<file path="config.mk">
export PLATFORM = sky130hd
export DESIGN_NAME = reg_bank_reader
export DESIGN_NICKNAME = d
export VERILOG_FILES = /design/src/rtl/reg_bank_reader_pkg.sv /design/src/rtl/reg_bank_mem.sv /design/src/rtl/reg_bank_reader.sv
export SDC_FILE = /design/constraint.sdc
export NUM_CORES = 1
export LEC_CHECK = 0
export BUFFER_PORTS_ARGS = -buffer_cell sky130_fd_sc_hd__buf_2
export CORE_ASPECT_RATIO = 0.75
export CORE_MARGIN = 2
export CORE_UTILIZATION = 32
export CTS_CLUSTER_SIZE = 20
export DETAILED_ROUTE_END_ITERATION = 8
export GPL_ROUTABILITY_DRIVEN = 0
export SETUP_SLACK_MARGIN = 0.2
export SLEW_MARGIN = 20
export SYNTH_ARGS = -nofsm -noshare
export SYNTH_HDL_FRONTEND = slang
export SYNTH_SLANG_ARGS = --single-unit
</file>
<file path="constraint.sdc">
create_clock -name CLK -period 1.96 [get_ports CLK]
set_input_delay 0.098 -clock CLK [delete_from_list [all_inputs] [get_ports CLK]]
set_output_delay 0.098 -clock CLK [all_outputs]
set_load 0.05 [all_outputs]
</file>
<file path="src/rtl/reg_bank_reader_pkg.sv">
// Shared constants and FSM encoding for the register bank burst reader.
package reg_bank_reader_pkg;

  localparam int WIDTH_DEF = 4;
  localparam int DEPTH_DEF = 8;

  // IDLE accepts new requests; BURST streams the remaining beats of a burst.
  typedef enum logic {
    IDLE  = 1'b0,
    BURST = 1'b1
  } state_e;

endpackage

</file>
<file path="src/rtl/reg_bank_mem.sv">
// Storage array with one write port and a combinational read mux that
// forwards a same-cycle write to the read address (write-first).
module reg_bank_mem
  import reg_bank_reader_pkg::*;
#(
  parameter int WIDTH = WIDTH_DEF,
  parameter int DEPTH = DEPTH_DEF,
  parameter int AW    = $clog2(DEPTH)
) (
  input  logic             clk,
  input  logic             rst_n,
  input  logic             we,
  input  logic [AW-1:0]    waddr,
  input  logic [WIDTH-1:0] wdata,
  input  logic [AW-1:0]    rd_addr,
  output logic [WIDTH-1:0] rd_data
);

  logic [WIDTH-1:0] mem_q [DEPTH];
  logic [WIDTH-1:0] mem_d [DEPTH];

  // Next contents: the addressed entry takes the write data, all others hold.
  always_comb begin
    mem_d = mem_q;
    if (we) begin
      mem_d[waddr] = wdata;
    end
  end

  // Entries clear on reset and otherwise load the next contents every cycle.
  always_ff @(posedge clk or negedge rst_n) begin
    if (!rst_n) begin
      mem_q <= '{default: '0};
    end else begin
      mem_q <= mem_d;
    end
  end

  assign rd_data = (we && (waddr == rd_addr)) ? wdata : mem_q[rd_addr];

endmodule

</file>
<file path="src/rtl/reg_bank_reader.sv">
// Register bank with a burst read port: requests are accepted on a
// valid/ready handshake and the addressed entries stream out as registered
// beats, wrapping modulo DEPTH, with DLAST on the final beat.
module reg_bank_reader
  import reg_bank_reader_pkg::*;
#(
  parameter int  WIDTH = WIDTH_DEF,
  parameter int  DEPTH = DEPTH_DEF,
  localparam int AW    = $clog2(DEPTH)
) (
  input  logic             CLK,
  input  logic             RESETN,
  input  logic             WE,
  input  logic [AW-1:0]    WADDR,
  input  logic [WIDTH-1:0] WDATA,
  input  logic             RD_VALID,
  output logic             RD_READY,
  input  logic [AW-1:0]    RADDR,
  input  logic [AW-1:0]    RLEN,
  output logic             DVALID,
  input  logic             DREADY,
  output logic [WIDTH-1:0] DOUT,
  output logic             DLAST,
  output logic             BUSY
);

  state_e           state_q, state_d;
  logic [AW-1:0]    ptr_q, ptr_d;
  logic [AW-1:0]    cnt_q, cnt_d;
  logic             dvalid_q, dvalid_d;
  logic [WIDTH-1:0] dout_q, dout_d;
  logic             dlast_q, dlast_d;

  logic             free;
  logic             issue;
  logic             issue_last;
  logic [AW-1:0]    issue_addr;
  logic [WIDTH-1:0] rd_data;

  reg_bank_mem #(
    .WIDTH (WIDTH),
    .DEPTH (DEPTH),
    .AW    (AW)
  ) u_mem (
    .clk     (CLK),
    .rst_n   (RESETN),
    .we      (WE),
    .waddr   (WADDR),
    .wdata   (WDATA),
    .rd_addr (issue_addr),
    .rd_data (rd_data)
  );

  // Decide whether a beat issues this cycle, from where, and advance the burst.
  always_comb begin
    free       = !dvalid_q || DREADY;
    state_d    = state_q;
    ptr_d      = ptr_q;
    cnt_d      = cnt_q;
    issue      = 1'b0;
    issue_last = 1'b0;
    issue_addr = ptr_q;
    case (state_q)
      IDLE: begin
        if (RD_VALID && free) begin
          issue      = 1'b1;
          issue_addr = RADDR;
          issue_last = (RLEN == '0);
          if (RLEN != '0) begin
            ptr_d   = RADDR + 1'b1;
            cnt_d   = RLEN - 1'b1;
            state_d = BURST;
          end
        end
      end
      BURST: begin
        if (free) begin
          issue      = 1'b1;
          issue_last = (cnt_q == '0);
          ptr_d      = ptr_q + 1'b1;
          if (cnt_q == '0) begin
            state_d = IDLE;
          end else begin
            cnt_d = cnt_q - 1'b1;
          end
        end
      end
      default: state_d = IDLE;
    endcase
  end

  // Output slot: load on issue, drop valid when the slot drains, else hold.
  always_comb begin
    dvalid_d = dvalid_q;
    dout_d   = dout_q;
    dlast_d  = dlast_q;
    if (issue) begin
      dvalid_d = 1'b1;
      dout_d   = rd_data;
      dlast_d  = issue_last;
    end else if (free) begin
      dvalid_d = 1'b0;
    end
  end

  // FSM, burst counters and output beat register.
  always_ff @(posedge CLK or negedge RESETN) begin
    if (!RESETN) begin
      state_q  <= IDLE;
      ptr_q    <= '0;
      cnt_q    <= '0;
      dvalid_q <= 1'b0;
      dout_q   <= '0;
      dlast_q  <= 1'b0;
    end else begin
      state_q  <= state_d;
      ptr_q    <= ptr_d;
      cnt_q    <= cnt_d;
      dvalid_q <= dvalid_d;
      dout_q   <= dout_d;
      dlast_q  <= dlast_d;
    end
  end

  assign RD_READY = (state_q == IDLE) && free;
  assign BUSY     = (state_q == BURST);
  assign DVALID   = dvalid_q;
  assign DOUT     = dout_q;
  assign DLAST    = dlast_q;

endmodule

</file>
==> impl_metrics.tcl <==
set metrics [dict create \
    syn2layout_area_growth_pct 31.2 \
    synth_fp_nets 234 \
    cts_max_level 2 \
    yosys.area.top_type_share_pct 46.3 \
    regToRegSetupSlack_ns -0.07 \
    synth.ff_latch_count 45 \
    critical_path.startpoint "BUSY$_DFF_PN0_" \
    core-area_um2 7360 \
    p_sw_uw 1790 \
    layout.filler_cells 721 \
    drt_first_pass_iters 4 \
    cp-end-kind "flip-flop" \
    ys_seq_area_share_pct 46.3 \
    outcome "finished with violations" \
    power_switching_share_pct 38.0 \
    fp.dieW_um 105 \
    maxCapViolations 0 \
    io_pins 26 \
    timing.rr.start "BUSY$_DFF_PN0_" \
    ys_dominant_reg_cell "sky130_fd_sc_hd__dfrtp_1" \
    synth.yosys.warnings 0 \
    share_of_power_burned_in_combinational_logic_pct 52.3 \
    global_route.peak_usage_layer "met1" \
    synth_top_cells_by_count "sky130_fd_sc_hd__dfrtp_1, sky130_fd_sc_hd__mux2_2, sky130_fd_sc_hd__a2111oi_0, sky130_fd_sc_hd__and3_1, sky130_fd_sc_hd__nand2_1" \
    mean_number_of_vias_per_cell 5.26 \
    number_of_enable_type_register_cells_in_the_synthesized_netlist 0 \
    leakage_dissipation_uw 0.00134 \
    number_of_distinct_library_cells_after_synthesis 45 \
    rr_worst_depth 8 \
    worstHoldPathType "in2reg" \
    worstPathRequired_ns 2.19 \
    buffer_ports.inserted 25 \
    drt.antenna.violating_nets 0 \
    timing_worst_setup_path_type "reg2reg" \
    drive_above_1_share_pct 45.5 \
    drt_first_iter_violations 108 \
    total_power_uw 4720 \
    tritoncts_num_sinks 45 \
    power.share.sequential_pct 29.8 \
    dp_worst_setup_slack_ns -0.176 \
    detail_route.wl_per_cell_um 17.1 \
    remaining_drc_errors 0 \
    core.rowCount 27 \
    hpwl_um 4610 \
    largest_cells_by_area_after_synthesis "sky130_fd_sc_hd__dfrtp_1, sky130_fd_sc_hd__mux2_2, sky130_fd_sc_hd__a2111oi_0, sky130_fd_sc_hd__and3_1, sky130_fd_sc_hd__o21ai_0" \
    timing_max_transition_violations_final 0 \
    grtUsageTotal_pct 15.5 \
    die_area_um2 8330 \
    post-synth-top-count-cell "sky130_fd_sc_hd__dfrtp_1" \
    timing.final.hold_violations 0 \
    achievable-frequency_mhz 492 \
    failed_checks "setup timing" \
    timing_endpoint_of_the_critical_path "DOUT[0]$_DFFE_PN0P_" \
    area_taken_by_flip_flops_and_latches_um2 1130 \
    ctsLongestPathBuffers 2 \
    normalized_max_slew_margin_pct 57.3 \
    internal_power_uw 2930 \
    worst_setup_hold_path_clk_slew_ns 0.09 \
    grt_first_pass_wirelength_um 10000 \
    mean_cell_area_of_the_mapped_netlist_um2 11.4 \
    crit_path_start_kind "flip-flop" \
    synth_cell_area_um2 2430 \
    global_route.usage.met2_pct 21.5 \
    met3_usage_pct 3.76 \
    r2r_end "DOUT[0]$_DFFE_PN0P_" \
    total_nets_final 283 \
    worst_slew_pin_slew_ns 0.636 \
    grt_overflow 0 \
    cts_tree "built" \
    antenna_found_initial 0 \
    finalSetupTns_ns -0.223 \
    netlist_instances 214 \
    detail_route.wirelength_um 6230 \
    final.setup_skew_ns 0.00807 \
    power_density_nw_per_um2 1480 \
    final.setup.worst_slack_ns -0.0708 \
    worst-path-max-fanout 5 \
    rsz0062_at_grt "yes" \
    multi_input_area_um2 1390 \
    insertedDiodeCount 0 \
    asyncSetResetFlopFracSynth_pct 100 \
    cts_buffers 5 \
    synth_area_leader_cell "sky130_fd_sc_hd__dfrtp_1" \
    worst_skew_pair.late_latency_ns 0.30 \
    grt_pass1_vias 1801 \
    fin_crit_ns 2.03 \
    globalRouteMet1Util_pct 24.0 \
    clk_root_buffer_cell "sky130_fd_sc_hd__clkbuf_8" \
    worst_ir_drop_on_vdd_mv 0.625 \
    period_share_pct 104 \
    initial_utilization_pct 33.0 \
    pwr-share-clk_pct 17.9 \
    die_height_um 79.5 \
    crit_arrival_ns 2.26 \
    finalSetupViolCount 4 \
    via_count 1920 \
    grt_max_degree 26 \
]
-- placed cells by master, fill, tap and decap left out, types with 2 or more instances in the layout --
master	netlist	routed
sky130_fd_sc_hd__nand3_1	2	2
sky130_fd_sc_hd__nor3b_1	2	2
sky130_fd_sc_hd__or4_1	4	3
sky130_fd_sc_hd__dfrtp_2	0	2
sky130_fd_sc_hd__o21ai_1	5	6
sky130_fd_sc_hd__buf_2	2	25
sky130_fd_sc_hd__bufinv_16	0	2
sky130_fd_sc_hd__a2111oi_0	16	7
sky130_fd_sc_hd__a2111oi_1	0	3
sky130_fd_sc_hd__nor2_1	7	7
sky130_fd_sc_hd__nand2_1	11	11
sky130_fd_sc_hd__nand2b_1	3	3
sky130_fd_sc_hd__mux2i_4	1	3
sky130_fd_sc_hd__inv_1	2	2
sky130_fd_sc_hd__o31a_1	5	5
sky130_fd_sc_hd__mux2_2	35	34
sky130_fd_sc_hd__o21ai_0	9	8
sky130_fd_sc_hd__clkbuf_8	0	5
sky130_fd_sc_hd__nand4b_1	4	4
sky130_fd_sc_hd__xnor2_1	4	3
sky130_fd_sc_hd__dfrtp_1	45	43
sky130_fd_sc_hd__a2111oi_2	0	6
sky130_fd_sc_hd__buf_12	0	5
sky130_fd_sc_hd__and3_1	16	16
sky130_fd_sc_hd__a21oi_1	6	5
sky130_fd_sc_hd__mux2_4	1	2
sky130_fd_sc_hd__nor3_1	3	3
sky130_fd_sc_hd__buf_4	3	19
-- repair_timing --
item                                    4_1_cts  5_1_grt
pin swaps                                     5        7
hold endpoints to repair                     20        0
hold buffers                                  1        0
endpoints found under the setup margin        4        7
cloned                                        1        1
setup buffers                                 1        3
gates resized for setup                       9       22
-- metal layers --
metal  vias up  share of wire [%]
met2        45                 41
li1        924                  -
met5         -                  0
met1       943                 53
met3         8                4.7
met4         0                1.0
-- worst max-delay path, stage by stage (launching register included) --
cell and delay (ns):
sky130_fd_sc_hd__dfrtp_2 0.43, sky130_fd_sc_hd__nand2b_4 0.17, sky130_fd_sc_hd__nor2_4 0.18, sky130_fd_sc_hd__buf_12 0.15, sky130_fd_sc_hd__mux2i_4 0.28, sky130_fd_sc_hd__buf_4 0.16, sky130_fd_sc_hd__a2111oi_2 0.04, sky130_fd_sc_hd__or4_4 0.43
sky130_fd_sc_hd__o21ai_1 0.13
-- registers in the layout (all words and copies together), names as in the netlist --
signal       count
BUSY             1
DLAST            1
DOUT             4
DVALID           1
cnt_q            3
ptr_q            3
u_mem.mem_q     32
-- worst min-delay path by stage --
stage | start | to | slack (ns) | cells past startpoint
2_1_floorplan | RESETN | BUSY$_DFF_PN0_ | -0.20 | 0
3_3_place_gp | RESETN | u_mem.mem_q[13]$_DFFE_PN0P_ | 0.09 | 1
3_5_place_dp | RESETN | u_mem.mem_q[14]$_DFFE_PN0P_ | 0.09 | 1
4_1_cts | RD_VALID | DVALID$_DFFE_PN0P_ | 0.12 | 2
5_1_grt | RD_VALID | DVALID$_DFFE_PN0P_ | 0.13 | 2
6_report | RD_VALID | DVALID$_DFFE_PN0P_ | 0.12 | 2
-- layout make-up --
type	count	share of cell area, %
well taps	101	3.96
flip-flops and latches	45	35.3
clock inverters	3	2.16
multi-input cells	158	43.5
clock buffers	5	2.16
repair buffers	51	12.6
inverters	2	0.235
-- cells by family (layout without fill, tap and decap cells) --
kind of cell	Yosys count	in the layout	synth area share [%]
xor+xnor	5	5	1.80
buf+inv	12	61	2.42
mux	39	40	18.6
compound gates	49	49	14.7
flops	45	45	46.3
simple gates	62	62	15.2
fa+ha+maj	2	2	1.03
-- power groups by stage --
stage                     clock [µW]  combinational [µW]  sequential (µW)
after detailed placement           0                2030             1410
after global routing             911                2700             1440
after global placement             0                2000             1400
after floorplan                    0                1200             1580
final                            843                2470             1410
after CTS                        863                2130             1390
-- through the flow --
| step | hold WS (ns) | util, % | cells | area, µm² |
|---|---|---|---|---|
| 3_3_place_gp | 0.0909 | 38.7 | 350 | 2850 |
| 6_report | 0.125 | 43.4 | 365 | 3190 |
| 5_1_grt | 0.135 | 43.4 | 365 | 3190 |
| 2_1_floorplan | -0.198 | - | 214 | 2460 |
| 3_5_place_dp | 0.0929 | 38.7 | 350 | 2850 |
| 4_1_cts | 0.116 | 41.3 | 361 | 3040 |
(Power assumes the default switching activity.)
